==> src/rtl/pl_io_in.sv <==
// -----------------------------------------------------------------------------
// pl_io_in : input-conditioning stage for the pipelined CPU's memory-mapped
//            input ports inp0..inp3.
//
// Synchronises and debounces the slide switches and push-buttons, derives
// press events, sticky press flags and 8-bit per-key press counters, and
// presents them as four registered 32-bit words. Reading the words has no
// side effects; sticky flags are cleared by software through key_clr.
//
// Optional feature (macro PL_IO_IN_IRQ_EN): adds output irq, the registered
// OR of all sticky flags.
//
// Ports:
//   clock    in   1     system clock (same clock as the pipeline registers)
//   resetn   in   1     asynchronous active-low reset
//   sw       in   NSW   raw slide switches, asynchronous, 1 = on
//   key_n    in   NKEY  raw push-buttons, asynchronous, 0 = pressed
//   key_clr  in   NKEY  level clear for sticky press flags (synchronous)
//   inp0     out  32    {zero-pad, debounced sw}
//   inp1     out  32    {zero-pad, debounced key level, 1 = pressed}
//   inp2     out  32    {zero-pad, sticky press flags}
//   inp3     out  32    {cnt3, cnt2, cnt1, cnt0}, cnt0 in bits [7:0]
//   irq      out  1     (PL_IO_IN_IRQ_EN only) OR of sticky flags, registered
// -----------------------------------------------------------------------------
module pl_io_in #(
   parameter int NSW             = 18,
   parameter int NKEY            = 4,
   parameter int DEBOUNCE_CYCLES = 50000
) (
   input  logic            clock,
   input  logic            resetn,
   input  logic [NSW-1:0]  sw,
   input  logic [NKEY-1:0] key_n,
   input  logic [NKEY-1:0] key_clr,
   output logic [31:0]     inp0,
   output logic [31:0]     inp1,
   output logic [31:0]     inp2,
   output logic [31:0]     inp3
`ifdef PL_IO_IN_IRQ_EN
   ,
   output logic            irq
`endif
);

   localparam int CW = $clog2(DEBOUNCE_CYCLES) + 1;
   localparam logic [CW-1:0] LAST = CW'(DEBOUNCE_CYCLES - 1);

   // Two-flop synchronisers. Keys reset to 1 (released, active-low).
   logic [NSW-1:0]  sw_s1, sw_s2;
   logic [NKEY-1:0] key_s1, key_s2;

   // Debounced state and per-bit stability counters.
   logic [NSW-1:0]  sw_db;
   logic [NKEY-1:0] key_db;
   logic [CW-1:0]   sw_cnt  [NSW];
   logic [CW-1:0]   key_cnt [NKEY];

   logic [NKEY-1:0]      key_prev;
   logic [NKEY-1:0]      press;
   logic [NKEY-1:0]      flag;
   logic [NKEY-1:0][7:0] press_cnt;

   // Internal key polarity after the synchroniser: 1 = pressed.
   logic [NKEY-1:0] key_s2_p;
   assign key_s2_p = ~key_s2;

   // NOTE: all state uses non-blocking assignments so every flop samples the
   // pre-edge values of its neighbours, which keeps s1 -> s2 a real two-stage
   // synchroniser instead of collapsing it into one flop.
   always_ff @(posedge clock or negedge resetn) begin
      if (!resetn) begin
         sw_s1  <= '0;
         sw_s2  <= '0;
         key_s1 <= '1;
         key_s2 <= '1;
      end else begin
         sw_s1  <= sw;
         sw_s2  <= sw_s1;
         key_s1 <= key_n;
         key_s2 <= key_s1;
      end
   end

   // Debounce: a bit's new value is accepted only after it has differed from
   // the stable value for DEBOUNCE_CYCLES consecutive cycles; any return to
   // the stable value restarts the count.
   always_ff @(posedge clock or negedge resetn) begin
      if (!resetn) begin
         sw_db <= '0;
         for (int i = 0; i < NSW; i++) sw_cnt[i] <= '0;
      end else begin
         for (int i = 0; i < NSW; i++) begin
            if (sw_s2[i] == sw_db[i]) begin
               sw_cnt[i] <= '0;
            end else if (sw_cnt[i] == LAST) begin
               sw_db[i]  <= sw_s2[i];
               sw_cnt[i] <= '0;
            end else begin
               sw_cnt[i] <= sw_cnt[i] + 1'b1;
            end
         end
      end
   end

   always_ff @(posedge clock or negedge resetn) begin
      if (!resetn) begin
         key_db <= '0;
         for (int i = 0; i < NKEY; i++) key_cnt[i] <= '0;
      end else begin
         for (int i = 0; i < NKEY; i++) begin
            if (key_s2_p[i] == key_db[i]) begin
               key_cnt[i] <= '0;
            end else if (key_cnt[i] == LAST) begin
               key_db[i]  <= key_s2_p[i];
               key_cnt[i] <= '0;
            end else begin
               key_cnt[i] <= key_cnt[i] + 1'b1;
            end
         end
      end
   end

   // Press is a one-cycle pulse on the debounced 0 -> 1 transition.
   assign press = key_db & ~key_prev;

   // Sticky flags (set beats clear) and wrapping press counters.
   always_ff @(posedge clock or negedge resetn) begin
      if (!resetn) begin
         key_prev  <= '0;
         flag      <= '0;
         press_cnt <= '0;
      end else begin
         key_prev <= key_db;
         for (int i = 0; i < NKEY; i++) begin
            if (press[i]) begin
               flag[i]      <= 1'b1;
               press_cnt[i] <= press_cnt[i] + 8'd1;
            end else if (key_clr[i]) begin
               flag[i] <= 1'b0;
            end
         end
      end
   end

`ifdef PL_IO_IN_IRQ_EN
   always_ff @(posedge clock or negedge resetn) begin
      if (!resetn) irq <= 1'b0;
      else         irq <= |flag;
   end
`endif

   // Output words come straight from the state registers; no extra stage.
   assign inp0 = 32'(sw_db);
   assign inp1 = 32'(key_db);
   assign inp2 = 32'(flag);
   assign inp3 = 32'(press_cnt);

endmodule

==> config.mk <==
export PLATFORM = sky130hd
export DESIGN_NAME = pl_io_in
export DESIGN_NICKNAME = d
export VERILOG_FILES = /design/src/rtl/pl_io_in.sv
export SDC_FILE = /design/constraint.sdc
export NUM_CORES = 1
export LEC_CHECK = 0
export CAP_MARGIN = 25
export CORE_ASPECT_RATIO = 0.6
export CORE_UTILIZATION = 64
export DETAILED_ROUTE_END_ITERATION = 10
export PLACE_DENSITY = 0.86
export SKIP_CTS_REPAIR_TIMING = 1
export SLEW_MARGIN = 20
export SYNTH_ARGS = -nofsm -noshare
export SYNTH_HDL_FRONTEND = slang
export SYNTH_SLANG_ARGS = --single-unit
==> constraint.sdc <==
create_clock -name clock -period 3.6 [get_ports clock]
set_clock_uncertainty 0.05 [all_clocks]
set_input_delay 0.54 -clock clock [delete_from_list [all_inputs] [get_ports clock]]
set_output_delay 0.54 -clock clock [all_outputs]
set_load 0.03 [all_outputs]
Yosys cells after proc, flatten, opt, wreduce, memory -nomap -nowiden. Index checks and enable logic that the tools add are counted.

Register bits after elaboration: 480. Output and inout bits: 128. Word-level logic and storage cells: 230.

$add $sub $neg: 26. Equal/unequal tests: 44. Multiplexer cells: 52. Bitwise operators: 25. Reduce and logical (&&, ||, !) cells: 26.

Operator list (number): $mux W17 (44); $add A17 B1 Y17 const B (22); $eq A17 B16 Y1 const B (22); $reduce_and A2 Y1 (22); $add A8 B1 Y8 const B (4); $eq A1 B1 Y1 (22); $not A1 Y1 (22); $mux W1 (8); $not A4 Y4 (2); $reduce_bool A2 Y1 (4); $and A4 B4 Y4 (1).

Longest topological paths before layout.
Depth in word-level cells: 4. Gate-level depth with buffers: 7.

Worst setup path before layout. No wires, ideal clock.

Kind: register -> register. Start point: register sw_cnt[200] (netlist bit). End point: register sw_cnt[195] (netlist bit). Library setup time: 0.119 ns. Arrival: 1.701 ns. Data required time: 3.431 ns. Setup slack: 1.730 ns. Cell stages (with the launch flop): 5. Clock period less this slack: 1.870 ns. Path through: dfrtp_1 or4_4 o41ai_4 buf_6 nor2_1.

Longest elaborated chain between the ends: 3.

Ends and longest elaborated chain: start, declared (RTL line 55) `logic [CW-1:0] sw_cnt [NSW];`; start signal, assigned by index (RTL line 99) `sw_cnt[i] <= sw_cnt[i] + 1'b1;`; $eq A17 B16 Y1 (RTL line 95) `end else if (sw_cnt[i] == LAST) begin`; $mux W17 (RTL line 95); $mux W17 (RTL line 93) `if (sw_s2[i] == sw_db[i]) begin`.

No other way between the ends. A chain may end at the register's enable or synchronous reset.

Worst setup path after layout.
Start point: register press_cnt (netlist bit inp3[11]). End point: output port inp3[11].

RTL lines: start, declared (RTL line 61) `logic [NKEY-1:0][7:0] press_cnt;`; start signal, assigned by index (RTL line 137) `press_cnt[i] <= press_cnt[i] + 8'd1;`; end, declared (RTL line 38) `output logic [31:0] inp3`.

No word-level cell between the ends.

==> out/metrics.csv <==
stage,metric,value,unit
critical_path,Worst path depth,1,
drt,detailed-route DRC error count,0,
clock_network,clock-pin transition on the worst setup and hold timing paths,0.06,ns
global_routing,vias in the first global route,15391,
drt,routed wire length,43600,um
critical_path,WS Path Type,reg2out,
synthesis,yosys warns,0,
synthesis,largest family of logic cells by synthesized area,simple AND/OR/NAND/NOR gates,
synthesis,largest cells by area after synthesis,"dfrtp_1 52%, xnor2_1 11%, nor2_1 7.5%",
placement,Port Buffers,85,
clock_network,CTS Buf Count,44,
synthesis,Netlist cell types,42,
critical_path,worst setup path start,inp3[11]$_DFFE_PN0P_,
floorplanning,Die Width,245,um
critical_path,startpoint types,register,
synthesis,"Cell Area, Synth",0.0227,mm^2
clock_network,clock sinks,480,
worst_hold_path,class of the worst hold path,in2async,
drt,via count,16035,
synthesis,XOR/XNOR Fraction of Synth Area,0.143,
synthesis,synthesized area per cell,10.3,um^2
critical_path,CP max FO,5,
power_and_ir_drop,Cell Pwr Density,437,mW/mm^2
layout,Post-Layout Cell Count,2811,
global_routing,GRT Residual Overflow,0,
synthesis,post-synthesis mux area share,0.0131,
clock_network,Max Buffers Root-to-Sink,3,
sta,final setup violation count,0,
synthesis,adder-cell share of the synthesized area,0.0143,
layout,Util after Layout,0.730,
synthesis,Post-Synth Simple-Gate Area,0.228,
layout,fill cell count,2291,
sta,Max Fclk,0.431,GHz
synthesis,Post-synth EDFFs,0,
critical_path,CP top delay family,buffers and inverters,
synthesis,sequential share of the synthesized area,0.529,
global_routing,initial antenna violation count,0,
global_routing,first-pass GRT wire length,74300,um
floorplanning,Die ar.,0.0363,mm^2
placement,Detail Placement HPWL,28800,um
drt,initial drt markers,1291,
drt,post-route ant nets,0,
critical_path,CP Data Required Time,3.01,ns
critical_path,Crit path buffers/inverters,1,
outcome,outcome,finished clean,
critical_path,Worst R2R Path Depth,4,
floorplanning,row count,53,
sta,RSZ-0062 raised after global routing,false,
synthesis,Yosys top cell area share,0.520,
layout,Layout Nets,2362,
synthesis,ys flop type,dfrtp_1,
clock_network,root buf cell,clkbuf_16,
global_routing,largest net degree at the start of global routing,103,
critical_path,Crit-path slowest cell,clkdlybuf4s50_1,
synthesis,Synth area leader,dfrtp_1,
run,Max Cap Viol,0,
critical_path,CP endpoint kind,output pin,
drt,drt wl/cell,15.5,um
synthesis,ys async rst share,1.00,
layout,"Area growth, synth to finish",12.2,%
drt,routed vias/inst,5.70,
floorplanning,Die Y,148,um
floorplanning,core area,0.0349,mm^2
synthesis,cell count after synthesis,2204,
critical_path,"critical path, cell by cell",clkdlybuf4s50_1,
layout,most frequent cells in the layout,"472 x dfrtp_1, 451 x nor2_1, 287 x xnor2_1",
synthesis,Compound-Gate Fraction of Synth Area,0.0275,
sta,min Tclk post-route,2.32,ns
layout,share of layout cells above drive strength 1,0.0636,
sta,Setup TNS Final,0,ns
placement,gpl congestion,0.880,
placement,placed cells,2729,
critical_path,Critical Path AT,1.73,ns
clock_network,H-tree depth,2,
sta,count of final hold-check violations,0,
sta,Final Cycle Share,0.644,
drt,1st-pass router iterations,5,
layout,"most common cell after layout, fill and taps aside",dfrtp_1,
synthesis,Yosys reg bits,480,
power_and_ir_drop,leak pwr,10.6,nW
power_and_ir_drop,Peak VDD IR,0.321,mV
floorplanning,I/O pins,156,
clock_network,clk_lat worst skew,0.56,ns
sta,Final Max Tran Viols,0,
critical_path,launching point of the worst reg2reg path,sw_cnt[277]$_DFF_PN0_,
sta,Slew @ Worst Pin,0.954,ns
layout,ant diodes,0,
global_routing,Total GRT Usage,0.244,
sta,Rel. slew slack,0.362,
clock_network,TritonCTS clock tree,yes,
floorplanning,initial core utilization,0.650,
critical_path,max incr delay on CP,0.72,ns
-- worst reg2reg max path, delay by kind of cell, from the launching register on --
kind               cells  cell delay (ns)
AOI/OAI and AO/OA      1             0.90
DFF                    1             0.45
and+or+nand+nor        3             0.71
-- stage by stage --
step	instance area [um^2]	setup slack, ns	hold slack, ns	power [mW]
floorplan	23000	1.73	0.194	5.98
global placement	23900	1.47	0.282	6.10
detailed placement	23900	1.30	0.286	6.12
CTS	25500	1.28	0.0308	11.3
global route	25500	1.14	0.0557	11.5
finish	25500	1.28	0.0259	11.1
-- layer usage --
metal	up-vias	GRT usage	routed length, um
met4	0	0.0647	766
met3	70	0.0340	1950
met5	-	0	0
met1	7914	0.367	20500
li1	7624	-	-
met2	427	0.375	20400
-- final timing paths --
check,slack [ns],to
setup / recovery,1.28,inp3[11]
hold / removal,0.03,sw_cnt[301]$_DFF_PN0_
setup reg to reg,1.34,sw_cnt[276]$_DFF_PN0_
hold reg to reg,0.29,sw_s2[6]$_DFF_PN0_
max in group asynchronous,2.58,key_s2[2]$_DFF_PN1_
min in group clock,0.29,sw_s2[6]$_DFF_PN0_
-- where the power goes --
part	switching, mW	internal (mW)	total [mW]
clock network	2.05	3.07	5.12
registers	0.0840	5.48	5.57
logic	0.334	0.124	0.458
-- flip-flops by register name (all words and copies together), names as in the netlist --
name,cells
flag,4
inp3,32
key_cnt,68
key_db,4
key_prev,4
key_s1,4
key_s2,4
sw_cnt,306
sw_db,18
sw_s1,18
sw_s2,18
-- cell usage after synthesis, types with 9 or more instances --
cell type  count
nand3_1      130
nor3_1        67
clkbuf_1      11
or4_1          9
nor2_1       451
nand2_1       97
xor2_1        84
mux2_2        22
nand4_1      117
ha_1          26
or3_1         23
and4_1        14
inv_1         82
o41ai_4       17
nor4_1       112
buf_4         71
and3_1        19
xnor2_1      287
nor4b_1       15
buf_2         21
dfrtp_1      472
-- final cells by class --
class	instances	area, um^2	area share
inverter	82	308	0.0121
tap	467	584	0.0229
sequential	480	12000	0.472
clock buffer	60	1310	0.0515
timing repair buffer	95	1010	0.0395
clock inverter	22	309	0.0121
multi-input combinational	1605	9950	0.390
-- cell families after synthesis --
logic type      after synthesis
flops                       480
fa+ha+maj                    26
mux                          27
buf+inv                     188
xor+xnor                    371
simple gates               1070
other cells                   1
compound gates               41
Note: power is estimated with default switching activity, not from simulation.
